$ cat config.mk
export PLATFORM = sky130hd
export DESIGN_NAME = reg_bank_mem
export DESIGN_NICKNAME = d
export VERILOG_FILES = /design/src/rtl/reg_bank_mem.sv
export SDC_FILE = /design/constraint.sdc
export NUM_CORES = 1
export LEC_CHECK = 0
export ABC_CLOCK_PERIOD_IN_PS = 3700
export CELL_PAD_IN_SITES_DETAIL_PLACEMENT = 1
export CELL_PAD_IN_SITES_GLOBAL_PLACEMENT = 1
export CORE_MARGIN = 2
export CORE_UTILIZATION = 30
export CTS_BUF_LIST = sky130_fd_sc_hd__clkbuf_16
export CTS_CLUSTER_DIAMETER = 150
export DETAILED_ROUTE_END_ITERATION = 8
export PLACE_DENSITY_LB_ADDON = 0.1
export REMOVE_ABC_BUFFERS = 1
export SETUP_SLACK_MARGIN = 0.05
export SLEW_MARGIN = 20
export SYNTH_ARGS = -nofsm -noshare
export SYNTH_HDL_FRONTEND = slang
export SYNTH_SLANG_ARGS = --single-unit
$ cat constraint.sdc
create_clock -name clk -period 3.7 [get_ports clk]
set_clock_uncertainty 0.15 [all_clocks]
set_input_delay 0.925 -clock clk [delete_from_list [all_inputs] [get_ports clk]]
set_output_delay 0.925 -clock clk [all_outputs]
set_load 0.005 [all_outputs]
$ cat src/rtl/reg_bank_mem.sv
`default_nettype none
// +----------------------------------------------------------------------+
// | Module  : reg_bank_mem                                               |
// | Purpose : Daisy-chained ring-bus register bank. Probe registers are  |
// |           snapshotted and IO registers committed atomically via a    |
// |           strobe register at BASE_ADDR.                              |
// | Revision: 1.0 - initial release                                      |
// +----------------------------------------------------------------------+
module reg_bank_mem #(
  parameter int unsigned          BASE_ADDR = 0,
  parameter int unsigned          N_REGS    = 4,
  parameter int unsigned          REG_WIDTH = 32,
  parameter logic [N_REGS-1:0]    RO_MASK   = '0,
  parameter logic [REG_WIDTH-1:0] IO_INIT   = '0
) (
  input  logic                        clk,
  input  logic                        rst_n,
  input  logic [15:0]                 addr_i,
  input  logic [15:0]                 wdata_i,
  input  logic [15:0]                 rdata_i,
  input  logic                        rw_i,
  input  logic                        valid_i,
  output logic [15:0]                 addr_o,
  output logic [15:0]                 wdata_o,
  output logic [15:0]                 rdata_o,
  output logic                        rw_o,
  output logic                        valid_o,
  input  logic [N_REGS*REG_WIDTH-1:0] probe_i,
  output logic [N_REGS*REG_WIDTH-1:0] io_o,
  output logic                        commit_o
);

  localparam int unsigned WORDS = (REG_WIDTH + 15) / 16;
  localparam int unsigned PADW  = WORDS * 16;
  localparam int unsigned SPAN  = N_REGS * WORDS;
  // Bits of the padded word storage that actually belong to the register.
  localparam logic [PADW-1:0] VMASK = PADW'({REG_WIDTH{1'b1}});

  if (BASE_ADDR + SPAN > 32'h0000_FFFF) begin : g_span_err
    $error("reg_bank_mem: BASE_ADDR + N_REGS*WORDS exceeds 0xFFFF");
  end
  if (N_REGS < 1 || REG_WIDTH < 1 || REG_WIDTH > 256) begin : g_param_err
    $error("reg_bank_mem: N_REGS must be >=1 and REG_WIDTH within 1..256");
  end

  // Address decode in 17 bits: addresses below BASE_ADDR wrap to a large
  // value and therefore fall outside the map.
  logic [16:0] rel;
  logic [16:0] widx;
  logic        in_map;
  logic        is_strobe;
  logic        wr_cyc;
  logic        rd_hit;
  logic        strobe_wr;

  assign rel       = {1'b0, addr_i} - 17'(BASE_ADDR);
  assign widx      = rel - 17'd1;
  assign in_map    = (rel <= 17'(SPAN));
  assign is_strobe = (rel == 17'd0);
  assign wr_cyc    = valid_i & rw_i;
  assign rd_hit    = valid_i & ~rw_i & in_map;
  assign strobe_wr = wr_cyc & is_strobe;

  logic [1:0]  strobe;
  logic [15:0] reg_rd [N_REGS];
  logic [15:0] rd_sel;

  for (genvar i = 0; i < N_REGS; i++) begin : g_reg
    // Shadow (IO) or snapshot (probe) storage, padded to whole bus words.
    logic [PADW-1:0] data;
    logic [15:0]     rd_word;

    // Select the addressed word of this register; zero when not addressed.
    always_comb begin
      rd_word = '0;
      for (int w = 0; w < WORDS; w++) begin
        if (widx == 17'(i * WORDS + w)) rd_word = data[w*16 +: 16];
      end
    end
    assign reg_rd[i] = rd_word;

    if (RO_MASK[i]) begin : g_probe
      // Capture the user value when the host requests a snapshot.
      always_ff @(posedge clk or negedge rst_n) begin
        if (!rst_n) data <= '0;
        else if (strobe_wr && wdata_i[0])
          data <= PADW'(probe_i[i*REG_WIDTH +: REG_WIDTH]);
      end
      assign io_o[i*REG_WIDTH +: REG_WIDTH] = '0;
    end else begin : g_io
      logic [REG_WIDTH-1:0] io_q;
      logic                 unused_probe;
      assign unused_probe = ^probe_i[i*REG_WIDTH +: REG_WIDTH];

      // Stage host writes word by word; bits beyond REG_WIDTH never stick.
      always_ff @(posedge clk or negedge rst_n) begin
        if (!rst_n) data <= PADW'(IO_INIT);
        else if (wr_cyc) begin
          for (int w = 0; w < WORDS; w++) begin
            if (widx == 17'(i * WORDS + w))
              data[w*16 +: 16] <= wdata_i & VMASK[w*16 +: 16];
          end
        end
      end

      // Commit the staged shadow to the user-visible outputs on request.
      always_ff @(posedge clk or negedge rst_n) begin
        if (!rst_n) io_q <= IO_INIT;
        else if (strobe_wr && wdata_i[1]) io_q <= data[REG_WIDTH-1:0];
      end
      assign io_o[i*REG_WIDTH +: REG_WIDTH] = io_q;
    end
  end

  // Read data for a hit: strobe value or the single addressed register word.
  always_comb begin
    rd_sel = '0;
    if (is_strobe) rd_sel = {14'd0, strobe};
    else begin
      for (int i = 0; i < N_REGS; i++) rd_sel = rd_sel | reg_rd[i];
    end
  end

  // Strobe register remembers the last written action bits.
  always_ff @(posedge clk or negedge rst_n) begin
    if (!rst_n) strobe <= 2'd0;
    else if (strobe_wr) strobe <= wdata_i[1:0];
  end

  // Forward the bus with one cycle of latency, inserting read data on hits.
  always_ff @(posedge clk or negedge rst_n) begin
    if (!rst_n) begin
      addr_o   <= '0;
      wdata_o  <= '0;
      rdata_o  <= '0;
      rw_o     <= 1'b0;
      valid_o  <= 1'b0;
      commit_o <= 1'b0;
    end else begin
      addr_o   <= addr_i;
      wdata_o  <= wdata_i;
      rdata_o  <= rd_hit ? rd_sel : rdata_i;
      rw_o     <= rw_i;
      valid_o  <= valid_i;
      commit_o <= strobe_wr & wdata_i[1];
    end
  end

endmodule
`default_nettype wire

==> summary.txt, run 1 <==
Status
  – Status: complete, no violations

Clocking
  – Clk slew on worst S/H paths: 0.06 ns
  – Maximum root-to-sink buffer count: 3
  – Worst-Skew Late Latency: 0.54 ns
  – CTS tree: yes
  – Clock sink total: 309
  – CTS Buf Count: 38
  – # hold bufs at CTS: 0
  – Clock Tree Root: clkbuf_16
  – H-tree depth: 2

Logic synthesis
  – Syn Inst Count: 797
  – Post-synth top cells: 309 x dfrtp_1, 180 x mux2_2, 80 x mux2_4
  – Primary FF master, synth: dfrtp_1
  – Post-Syn Area: 12620 µm²
  – Count leader, synth: dfrtp_1
  – Synth top area share: 61.29%
  – FFs w/ async S/R, synth: 100.0%
  – Synth Area per Inst: about 16 µm²
  – Sequential area share after synthesis: a little over 60%
  – Yosys warning count: 0
  – Synth unique cells: 44
  – EDFF count, synth: 0
  – Leading area contributor after synthesis: dfrtp_1
  – Post-synthesis register bit count: 309
  – Top cells by area, synth: dfrtp_1 61%, mux2_2 16%, mux2_4 9.5%

Detailed routing
  – Routed vias/inst: 4.759
  – Post-route DRC: 0
  – Antenna-violating nets left: 0
  – Routed vias: 7971
  – Initial DRC count: around 340
  – Drt total wl: 38810 µm
  – First-pass DRT Iterations: 6
  – Wirelength per Cell: between 20 and 25 µm

STA
  – Max transition margin: between 40% and 50%
  – Setup WS post-layout: roughly 0.15 ns
  – Final hold vios: 0
  – Post-route minimum period: 3.554 ns
  – Tcrit/Tclk final: 96.05%
  – Pin slew with the least headroom to its limit: between 0.7 and 0.8 ns
  – Setup TNS: 0 ns
  – Final setup viols: 0
  – Top achievable clock speed: about 280 MHz
  – Unrepaired setup endpoints after global routing: false
  – Slew Limit Fails: 0

Die
  – I/O pins: 359
  – Full die area: between 40000 and 50000 µm²
  – Chip width: 209.1 µm
  – Initial core utilization: 30.21%
  – Core Footprint: 41760 µm²
  – Core Rows: 75
  – Die Y-Extent: 209.1 µm

Placement
  – HPWL Detailed: between 20000 and 30000 µm
  – Port bufs: 230
  – Setup WS pre-CTS: -0.4974 ns
  – GP Congestion: 0.7287

GRT
  – GRT Residual Overflow: 0
  – Initial antenna violation count: 0
  – Wire length of the first global-routing pass: 58400 µm
  – All-Layer GR Usage: 18.05%
  – Largest net degree at the start of global routing: 76
  – Vias in the first global route: 8724

Pwr
  – Power, Total: approximately 7.4 mW
  – Worst VDD drop: 0.2967 mV
  – Lkg Pwr: 8.031 nW
  – Power per cell area: between 400 and 500 nW/µm²

Finish
  – Share of layout cells above drive strength 1: 36.88%
  – Layout Utilization: 41.68%
  – Layout area overhead: 37.95%
  – Final-layout fill cell count: 4220
  – Antenna fix cells: 0
  – Fin nets: 1287

Worst setup path
  – Top delay family on crit path: simple AND/OR/NAND/NOR gates
  – R2r worst-path depth: 6
  – Crit path kind: in -> reg
  – Worst R2R Start: g_reg[3].data[0]
  – Crit-path cells: clkdlybuf4s50_1 -> or4_4 -> o31a_1 -> or3_1 -> buf_12 -> a2111oi_4 -> buf_4 -> mux2_2
  – CP Buf/Inv Count: 3
  – CP Data Required Time: 3.98 ns
  – CP max FO: 8
  – Worst setup EP type: flop
  – Crit-path slowest cell: or4_4
  – Critical path's largest stage delay: 0.56 ns
  – Element type at the critical path start: primary input
  – Worst path arrival time: 3.83 ns
  – R2R Path End: rdata_o[0]
  – R2R setup slack: about 1.6 ns

Worst hold path
  – Worst min path class: in -> async

Flow run
  – Max Cap Violations: 0
[per-stage QoR]
stage	instances	instance area (µm²)	hold slack (ns)
2_1_floorplan	755	12350	0.3273
3_3_place_gp	1603	16120	0.3394
3_5_place_dp	1603	16120	0.3426
4_1_cts	1672	17350	0.2585
5_1_grt	1675	17410	0.2794
6_report	1675	17410	0.2567
[what timing repair did]
item / in CTS / in global routing
pin swaps: 0 / 2
gates cloned: 0 / 1
gates resized for setup: 1 / 5
buffers inserted: 0 / 2
setup endpoints to repair: 1 / 85
[registers in the layout, indices dropped and copies added, names as in the netlist]
| name | count |
|---|---|
| g.data | 128 |
| rw_o | 1 |
| g.g_io.io_q | 128 |
| addr_o | 16 |
| strobe | 2 |
| wdata_o | 16 |
| valid_o | 1 |
| commit_o | 1 |
| rdata_o | 16 |
[final cells by class]
cell class | count | area (µm²) | share of cell area, %
flip-flops and latches | 309 | 7732 | 44.43
multi-input cells | 439 | 4611 | 26.49
repair buffers | 312 | 3142 | 18.05
clock buffers | 39 | 975.9 | 5.607
well taps | 539 | 674.4 | 3.875
clock inverters | 30 | 244.0 | 1.402
inverters | 7 | 26.28 | 0.1510
[report_power, final]
group / internal (mW) / total [mW] / switching [mW] / leakage, nW
combinational: 0.148 / 0.342 / 0.194 / 3.21
sequential: 3.41 / 3.42 / 0.00770 / 4.20
clock: 2.19 / 3.66 / 1.47 / 0.620
total: 5.75 / 7.42 / 1.67 / 8.03
[worst register-to-register path, delay by kind of cell, from the launching register on]
family,cells,cell delay [ns]
DFF,1,0.41
and+or+nand+nor,2,0.09
muxes,1,0.17
AOI/OAI and AO/OA,2,0.89
buffers and inverters,1,0.22
[cells by family after synthesis]
group	Yosys count	share of synthesized area (%)
AOI/OAI and AO/OA	94	6.595
xor gates and xnor gates	1	0.06943
and+or+nand+nor	68	2.886
buffers and inverters	49	2.311
DFF	309	61.29
muxes	276	26.85
[routing by layer]
layer  global-route usage [%]  vias to the layer above  part of all wire, %
met5                        0                        -                    0
met4                    4.557                        0                  1.6
met3                    3.937                       40                  4.9
met2                    28.54                      189                   46
met1                    25.21                     4203                   48
li1                         -                     3539                    -
[cell usage in the layout, fill, tap and decap left out, types with 8 or more instances in the layout]
master           instances
dfrtp_1                309
clkdlybuf4s50_1        228
mux2_2                 180
mux2_4                  80
buf_4                   61
clkbuf_16               40
a21oi_1                 21
a22oi_1                 18
nor2_1                  18
mux2i_1                 16
buf_12                  15
inv_1                   11
a222oi_1                10
a31oi_1                 10
a21o_1                  10
clkinv_2                10
clkinv_1                 9
a2111oi_4                8
[worst max-delay path by stage]
stage	from	end	slack (ns)	depth (start not counted)
detailed placement	addr_i[6]	g_reg[3].data[2]	-0.50	8
CTS	addr_i[6]	g_reg[3].data[3]	0.05	8
floorplan	valid_i	g_reg[0].g_io.io_q[0]	-1.19	3
global route	addr_i[6]	g_reg[3].data[17]	0.06	8
finish	addr_i[6]	g_reg[2].data[2]	0.15	8
global placement	addr_i[6]	g_reg[3].data[2]	-0.51	8
Note: power is estimated with default switching activity, not from simulation.
==> inputs of run 2 (changes only) <==
--- a/config.mk
+++ b/config.mk
@@ -9,7 +9,7 @@
 export CELL_PAD_IN_SITES_DETAIL_PLACEMENT = 1
 export CELL_PAD_IN_SITES_GLOBAL_PLACEMENT = 1
 export CORE_MARGIN = 2
-export CORE_UTILIZATION = 30
+export CORE_UTILIZATION = 42
 export CTS_BUF_LIST = sky130_fd_sc_hd__clkbuf_16
 export CTS_CLUSTER_DIAMETER = 150
 export DETAILED_ROUTE_END_ITERATION = 8
==> summary.txt, run 2 (same netlist as run 1, synthesis figures left out) <==
Status
  – Status: complete, no violations

STA
  – Final setup viols: 0 (unchanged)
  – Unrepaired setup endpoints after global routing: false
  – Tcrit/Tclk final: 96.86% (+0.81 points)
  – Pin slew with the least headroom to its limit: 0.6314 ns (-0.1455 ns)
  – Max transition margin: 57.91% (+9.7 points)
  – Top achievable clock speed: 279.0 MHz (-0.84%)
  – Final hold vios: 0 (unchanged)
  – Post-route minimum period: 3.584 ns (+0.02994 ns)
  – Slew Limit Fails: 0 (unchanged)

Finish
  – Share of layout cells above drive strength 1: 35.28% (-1.6 points)
  – Final-layout fill cell count: 2823 (-33%)
  – Most common cell after layout, fill and taps aside: dfrtp_1
  – Multi-input logic area: 4614 µm² (about the same)
  – Commonest cells after routing, fill and taps aside: 309 x dfrtp_1, 228 x clkdlybuf4s50_1, 180 x mux2_2
  – Post-route cell area: 16860 µm² (-3.1%)
  – Storage cell area: 7732 µm² (unchanged)
  – Antenna fix cells: 0 (unchanged)
  – Layout area overhead: 33.65%
  – Non-Filler Instances: 1501 (-10%)
  – Fin nets: 1272 (-1.2%)
  – Top Registers: g.data (128), g.g_io.io_q (128)

Worst hold path
  – Worst min path class: in -> async

Worst setup path
  – Worst path arrival time: 3.82 ns (about the same)
  – CP Data Required Time: 3.94 ns (-0.04 ns)
  – Worst setup EP type: flop
  – Element type at the critical path start: primary input
  – Worst R2R Start: g_reg[3].data[0]
  – R2R Path End: rdata_o[0]
  – CP max FO: 8 (unchanged)
  – R2R setup slack: 1.96 ns (+0.32 ns)
  – Crit path kind: in -> reg
  – R2r worst-path depth: 5 (-1)

GRT
  – Vias in the first global route: 8770 (+0.53%)
  – GRT Residual Overflow: 0 (unchanged)
  – Largest net degree at the start of global routing: 109 (+43%)
  – All-Layer GR Usage: 22.95% (+4.9 points)
  – Initial antenna violation count: 1 (+1)
  – Wire length of the first global-routing pass: 54170 µm (-7.3%)

Clocking
  – Clk slew on worst S/H paths: 0.06 ns (about the same)
  – H-tree depth: 2 (unchanged)
  – Clock sink total: 309 (unchanged)
  – CTS tree: yes
  – Maximum root-to-sink buffer count: 3 (unchanged)
  – Clock Tree Root: clkbuf_16
  – CTS Buf Count: 35 (-7.9%)
  – Worst-Skew Late Latency: 0.51 ns (-0.03 ns)

Die
  – Initial core utilization: 42.57% (+12 points)
  – Full die area: 31440 µm² (-28%)
  – Core Footprint: 29640 µm² (-29%)
  – I/O pins: 359 (unchanged)
  – Die Y-Extent: 177.3 µm (-15%)
  – Chip width: 177.3 µm (-15%)
  – Core Rows: 63 (-16%)

Detailed routing
  – First-pass DRT Iterations: 4 (-2)
  – Initial DRC count: 438 (+30%)
  – Routed vias/inst: 5.312 (+12%)
  – Met1 WL: 15030 µm (-19%)
  – Metal2 WL: 17430 µm (-2.2%)
  – Wirelength per Cell: 23.76 µm (+2.5%)
  – Routed vias: 7973 (+0.025%)
  – Drt total wl: 35660 µm (-8.1%)
  – Routed length on met3: 2676 µm (+41%)
  – Max layer used: met5
  – Post-route DRC: 0 (unchanged)
  – Antenna-violating nets left: 0 (unchanged)

Placement
  – GP Congestion: 0.7493 (+2.8%)
  – HPWL Detailed: 23840 µm (-7.2%)
  – Placed cell area: 15810 µm² (-2.0%)
  – Post-placement cell count: 1442 (-10%)
  – Port bufs: 230 (unchanged)

Pwr
  – Combinational Power Share: 4.7% (about the same)
  – P_sw: 1.499 mW (-10%)
  – Clock network power share: 45.1% (-4.3 points)
  – Power per cell area: 404.3 nW/µm² (-5.2%)
  – Worst VDD drop: 0.2987 mV (+0.68%)
  – Reg power frac: 50.1% (+4.1 points)
  – Lkg Pwr: 7.862 nW (-2.1%)
  – Internal Power: 5.318 mW (-7.5%)
  – Net Sw Frac: 21.99% (-0.55 points)

Flow run
  – Max Cap Violations: 0 (unchanged)
run 2: cell types whose count changed in the layout (fill, tap and decap cells not counted), moves of 3 or more:
cell	change
clkbuf_16	-4
inv_1	+5
clkinv_2	-6
buf_12	-3
clkinv_1	-3
buf_4	-8
bufinv_16	-3
run 2: metrics by stage:
step | utilization [%] | setup TNS [ns] | power, mW | worst slack, ns | hold WS, ns
final | 56.89 | 0 | 6.817 | 0.1162 | 0.1237
after global routing | 56.89 | 0 | 7.064 | 0.05244 | 0.1285
after CTS | 56.69 | 0 | 6.918 | 0.05254 | 0.1131
after detailed placement | 53.33 | -60.36 | 3.807 | -0.4723 | 0.3423
after global placement | 53.33 | -53.57 | 3.803 | -0.4874 | 0.3373
after floorplan | - | -219.63 | 3.526 | -1.194 | 0.3273
run 2: how the worst max path moves through the flow:
stage,end,startpoint,slack (ns)
floorplan,g_reg[0].g_io.io_q[0],valid_i,-1.19
global placement,g_reg[0].data[2],addr_i[6],-0.49
detailed placement,g_reg[0].data[2],addr_i[6],-0.47
CTS,g_reg[0].data[22],addr_i[6],0.05
global route,g_reg[1].data[14],addr_i[6],0.05
finish,g_reg[0].data[5],addr_i[6],0.12
run 2: what timing repair did:
item / CTS / global route
gates cloned: 0 / 1
endpoints found under the setup margin: 1 / 57
hold buffers: 0 / 0
gates resized for setup: 1 / 5
setup buffers: 0 / 2
pin swaps: 0 / 2
run 2: worst max-delay path, stage by stage:
cell and delay, ns:
clkdlybuf4s50_1 0.43, or4_4 0.56, o31a_1 0.30, or3_1 0.36, buf_12 0.18, a2111oi_4 0.46, buf_4 0.27, mux2_2 0.34
run 2: power by group through the flow:
stage | logic [mW] | registers [mW] | clock network [mW]
6_report | 0.323 | 3.42 | 3.08
2_1_floorplan | 0.0442 | 3.48 | 0
4_1_cts | 0.331 | 3.42 | 3.17
5_1_grt | 0.353 | 3.42 | 3.29
3_5_place_dp | 0.329 | 3.48 | 0
3_3_place_gp | 0.326 | 3.48 | 0
run 2: layer usage:
metal,global-route usage [%],vias to the layer above
li1,-,3498
met1,30.26,4196
met2,38.41,231
met3,5.634,46
met4,5.191,2
met5,0,-
run 2: area by class of cell:
cell class	instances	share of cell area, %
clock buffer	35	5.194
clock inverter	21	0.6826
inverter	7	0.1558
multi-input combinational	439	27.37
sequential	309	45.86
tap	390	2.894
timing repair buffer	300	17.85
==> inputs of run 3 (changes only) <==
--- a/config.mk
+++ b/config.mk
@@ -9,8 +9,8 @@
 export CELL_PAD_IN_SITES_DETAIL_PLACEMENT = 1
 export CELL_PAD_IN_SITES_GLOBAL_PLACEMENT = 1
 export CORE_MARGIN = 2
-export CORE_UTILIZATION = 42
-export CTS_BUF_LIST = sky130_fd_sc_hd__clkbuf_16
+export CORE_UTILIZATION = 43
+export CTS_BUF_LIST = sky130_fd_sc_hd__clkbuf_2
 export CTS_CLUSTER_DIAMETER = 150
 export DETAILED_ROUTE_END_ITERATION = 8
 export PLACE_DENSITY_LB_ADDON = 0.1
==> summary.txt, run 3 (same netlist as run 1, synthesis figures left out) <==
Status
  – Status: complete, no violations

Detailed routing
  – Antenna-violating nets left: 0 (unchanged)
  – Wirelength per Cell: 22.21 µm (-6.5%)
  – Initial DRC count: 385 (-12%)
  – Routed vias/inst: 5.231 (-1.5%)
  – First-pass DRT Iterations: 4 (unchanged)
  – Post-route DRC: 0 (unchanged)
  – Drt total wl: 34920 µm (-2.1%)
  – Routed vias: 8223 (+3.1%)

Finish
  – Layout Utilization: 57.64% (+0.75 points)
  – Layout area overhead: 31.49%
  – Fin nets: 1313 (+3.2%)
  – Final-layout fill cell count: 2821 (-0.071%)
  – Top Registers: g.data (128), g.g_io.io_q (128)
  – Most common cell after layout, fill and taps aside: dfrtp_1
  – Commonest cells after routing, fill and taps aside: 309 x dfrtp_1, 228 x clkdlybuf4s50_1, 180 x mux2_2
  – Share of layout cells above drive strength 1: 39.34% (+4.1 points)

STA
  – Slew Limit Fails: 0 (unchanged)
  – Final setup viols: 0 (unchanged)
  – Final hold vios: 0 (unchanged)
  – Pin slew with the least headroom to its limit: 0.6306 ns (-0.0007883 ns)
  – Setup WS post-layout: 0.3991 ns (+0.2830 ns)
  – Setup TNS: 0 ns (unchanged)
  – Max transition margin: 57.86% (about the same)
  – Tcrit/Tclk final: 89.21% (-7.6 points)
  – Post-route minimum period: 3.301 ns (-0.2830 ns)
  – Unrepaired setup endpoints after global routing: false
  – Top achievable clock speed: 303.0 MHz (+8.6%)

Worst setup path
  – CP Data Required Time: 4.27 ns (+0.33 ns)
  – Crit-path slowest cell: or4_1
  – Worst path arrival time: 3.87 ns (+0.05 ns)
  – CP Buf/Inv Count: 3 (unchanged)
  – CP max FO: 8 (unchanged)
  – Crit path kind: in -> reg
  – Critical path's largest stage delay: 0.57 ns (about the same)
  – Top delay family on crit path: simple AND/OR/NAND/NOR gates
  – Worst setup EP type: flop
  – Element type at the critical path start: primary input
  – Crit-path cells: clkdlybuf4s50_1 -> or4_1 -> o31a_1 -> or3_1 -> buf_12 -> a2111oi_4 -> buf_4 -> mux2_2

Die
  – Full die area: 30730 µm² (-2.3%)
  – I/O pins: 359 (unchanged)
  – Chip width: 175.3 µm (-1.1%)
  – Core Footprint: 28780 µm² (-2.9%)
  – Core Rows: 62 (-1.6%)
  – Initial core utilization: 43.84% (+1.3 points)
  – Die Y-Extent: 175.3 µm (-1.1%)

Placement
  – HPWL Detailed: 22980 µm (-3.6%)
  – Port bufs: 230 (unchanged)
  – GP Congestion: 0.7606 (+1.5%)
  – Setup WS pre-CTS: -0.4854 ns (-0.01306 ns)

Pwr
  – Power per cell area: 371.0 nW/µm² (-8.2%)
  – Internal Power: 4.591 mW (-14%)
  – Worst VDD drop: 0.1734 mV (-42%)
  – Reg power frac: 55.4% (+5.3 points)
  – Lkg Pwr: 7.880 nW (+0.24%)
  – Net Sw Frac: 25.40% (+3.4 points)
  – Clock network power share: 39.3% (-5.8 points)
  – P_sw: 1.563 mW (+4.3%)
  – Combinational Power Share: 5.3% (+0.6 points)

Clocking
  – CTS resizes: 0 (-1)
  – Post-CTS Setup Bufs: 0 (unchanged)
  – # hold bufs at CTS: 1 (+1)
  – CTS tree: yes
  – Clock Tree Root: clkbuf_2
  – Clk slew on worst S/H paths: 0.10 ns (+0.04 ns)
  – CTS Buf Count: 80 (+130%)
  – Clock sink total: 309 (unchanged)
  – Worst-Skew Late Latency: 0.87 ns (+0.36 ns)
  – H-tree depth: 3 (+1)
  – Maximum root-to-sink buffer count: 3 (unchanged)

GRT
  – Largest net degree at the start of global routing: 74 (-32%)
  – Vias in the first global route: 9117 (+4.0%)
  – Initial antenna violation count: 1 (unchanged)
  – GRT Residual Overflow: 0 (unchanged)
  – All-Layer GR Usage: 23.49% (+0.54 points)
  – Wire length of the first global-routing pass: 54570 µm (+0.75%)

Flow run
  – Max Cap Violations: 0 (unchanged)

Worst hold path
  – Worst min path class: reg -> reg
[run 3: cell types whose count changed in the layout (fill, tap and decap cells not counted), moves of 2 or more]
cell / before / now
clkinv_1: 6 / 13
buf_12: 12 / 16
clkbuf_2: 0 / 118
bufinv_16: 1 / 3
buf_4: 53 / 49
buf_6: 4 / 0
clkinv_2: 4 / 1
inv_1: 16 / 7
clkbuf_16: 36 / 0
[run 3: stage by stage]
step | total power, mW | cells | hold WS (ns) | cell area (µm²)
global placement | 3.804 | 1434 | 0.3361 | 15830
CTS | 6.275 | 1571 | 0.2806 | 16590
global route | 6.480 | 1572 | 0.2763 | 16590
detailed placement | 3.806 | 1434 | 0.3421 | 15830
floorplan | 3.526 | 755 | 0.3273 | 12350
finish | 6.154 | 1572 | 0.3588 | 16590
[run 3: layer usage]
layer	vias to the layer above	track usage (%)	wire (µm)
met3	49	6.169	2304
met5	-	0	0
li1	3636	-	-
met4	0	8.785	743
met2	249	37.61	16880
met1	4289	30.82	14990
[run 3: worst paths after layout]
| check | endpoint | depth (start not counted) | slack, ns | from |
|---|---|---|---|---|
| setup / recovery | g_reg[1].data[2] | 8 | 0.40 | addr_i[6] |
| hold / removal | g_reg[3].g_io.io_q[12] | 1 | 0.36 | g_reg[3].g_io.io_q[12] |
| setup reg to reg | rdata_o[0] | 5 | 1.87 | g_reg[3].data[0] |
| hold reg to reg | g_reg[3].g_io.io_q[12] | 1 | 0.36 | g_reg[3].g_io.io_q[12] |
| max in group asynchronous | g_reg[0].g_io.io_q[7] | 3 | 2.23 | rst_n |
| min in group asynchronous | addr_o[13] | 2 | 0.41 | rst_n |
[run 3: worst register-to-register path, delay by kind of cell, from the launching register on]
family | cells | cell delay [ns]
and+or+nand+nor | 2 | 0.17
muxes | 1 | 0.20
DFF | 1 | 0.40
AOI/OAI and AO/OA | 2 | 0.77
[run 3: power by group through the flow]
stage,clock (mW),combinational [mW],sequential (mW)
floorplan,0,0.0442,3.48
global route,2.71,0.353,3.41
finish,2.42,0.324,3.41
detailed placement,0,0.329,3.48
global placement,0,0.328,3.48
CTS,2.53,0.331,3.41
[run 3: area by class of cell]
type	count	area [µm²]	area share [%]
Antenna cell	1	2.502	0.01508
Multi-Input combinational cell	439	4604	27.75
Clock buffer	118	590.6	3.560
Inverter	7	26.28	0.1584
Clock inverter	18	152.6	0.9201
Timing Repair Buffer	296	3000	18.09
Tap cell	384	480.5	2.896
Sequential cell	309	7732	46.61
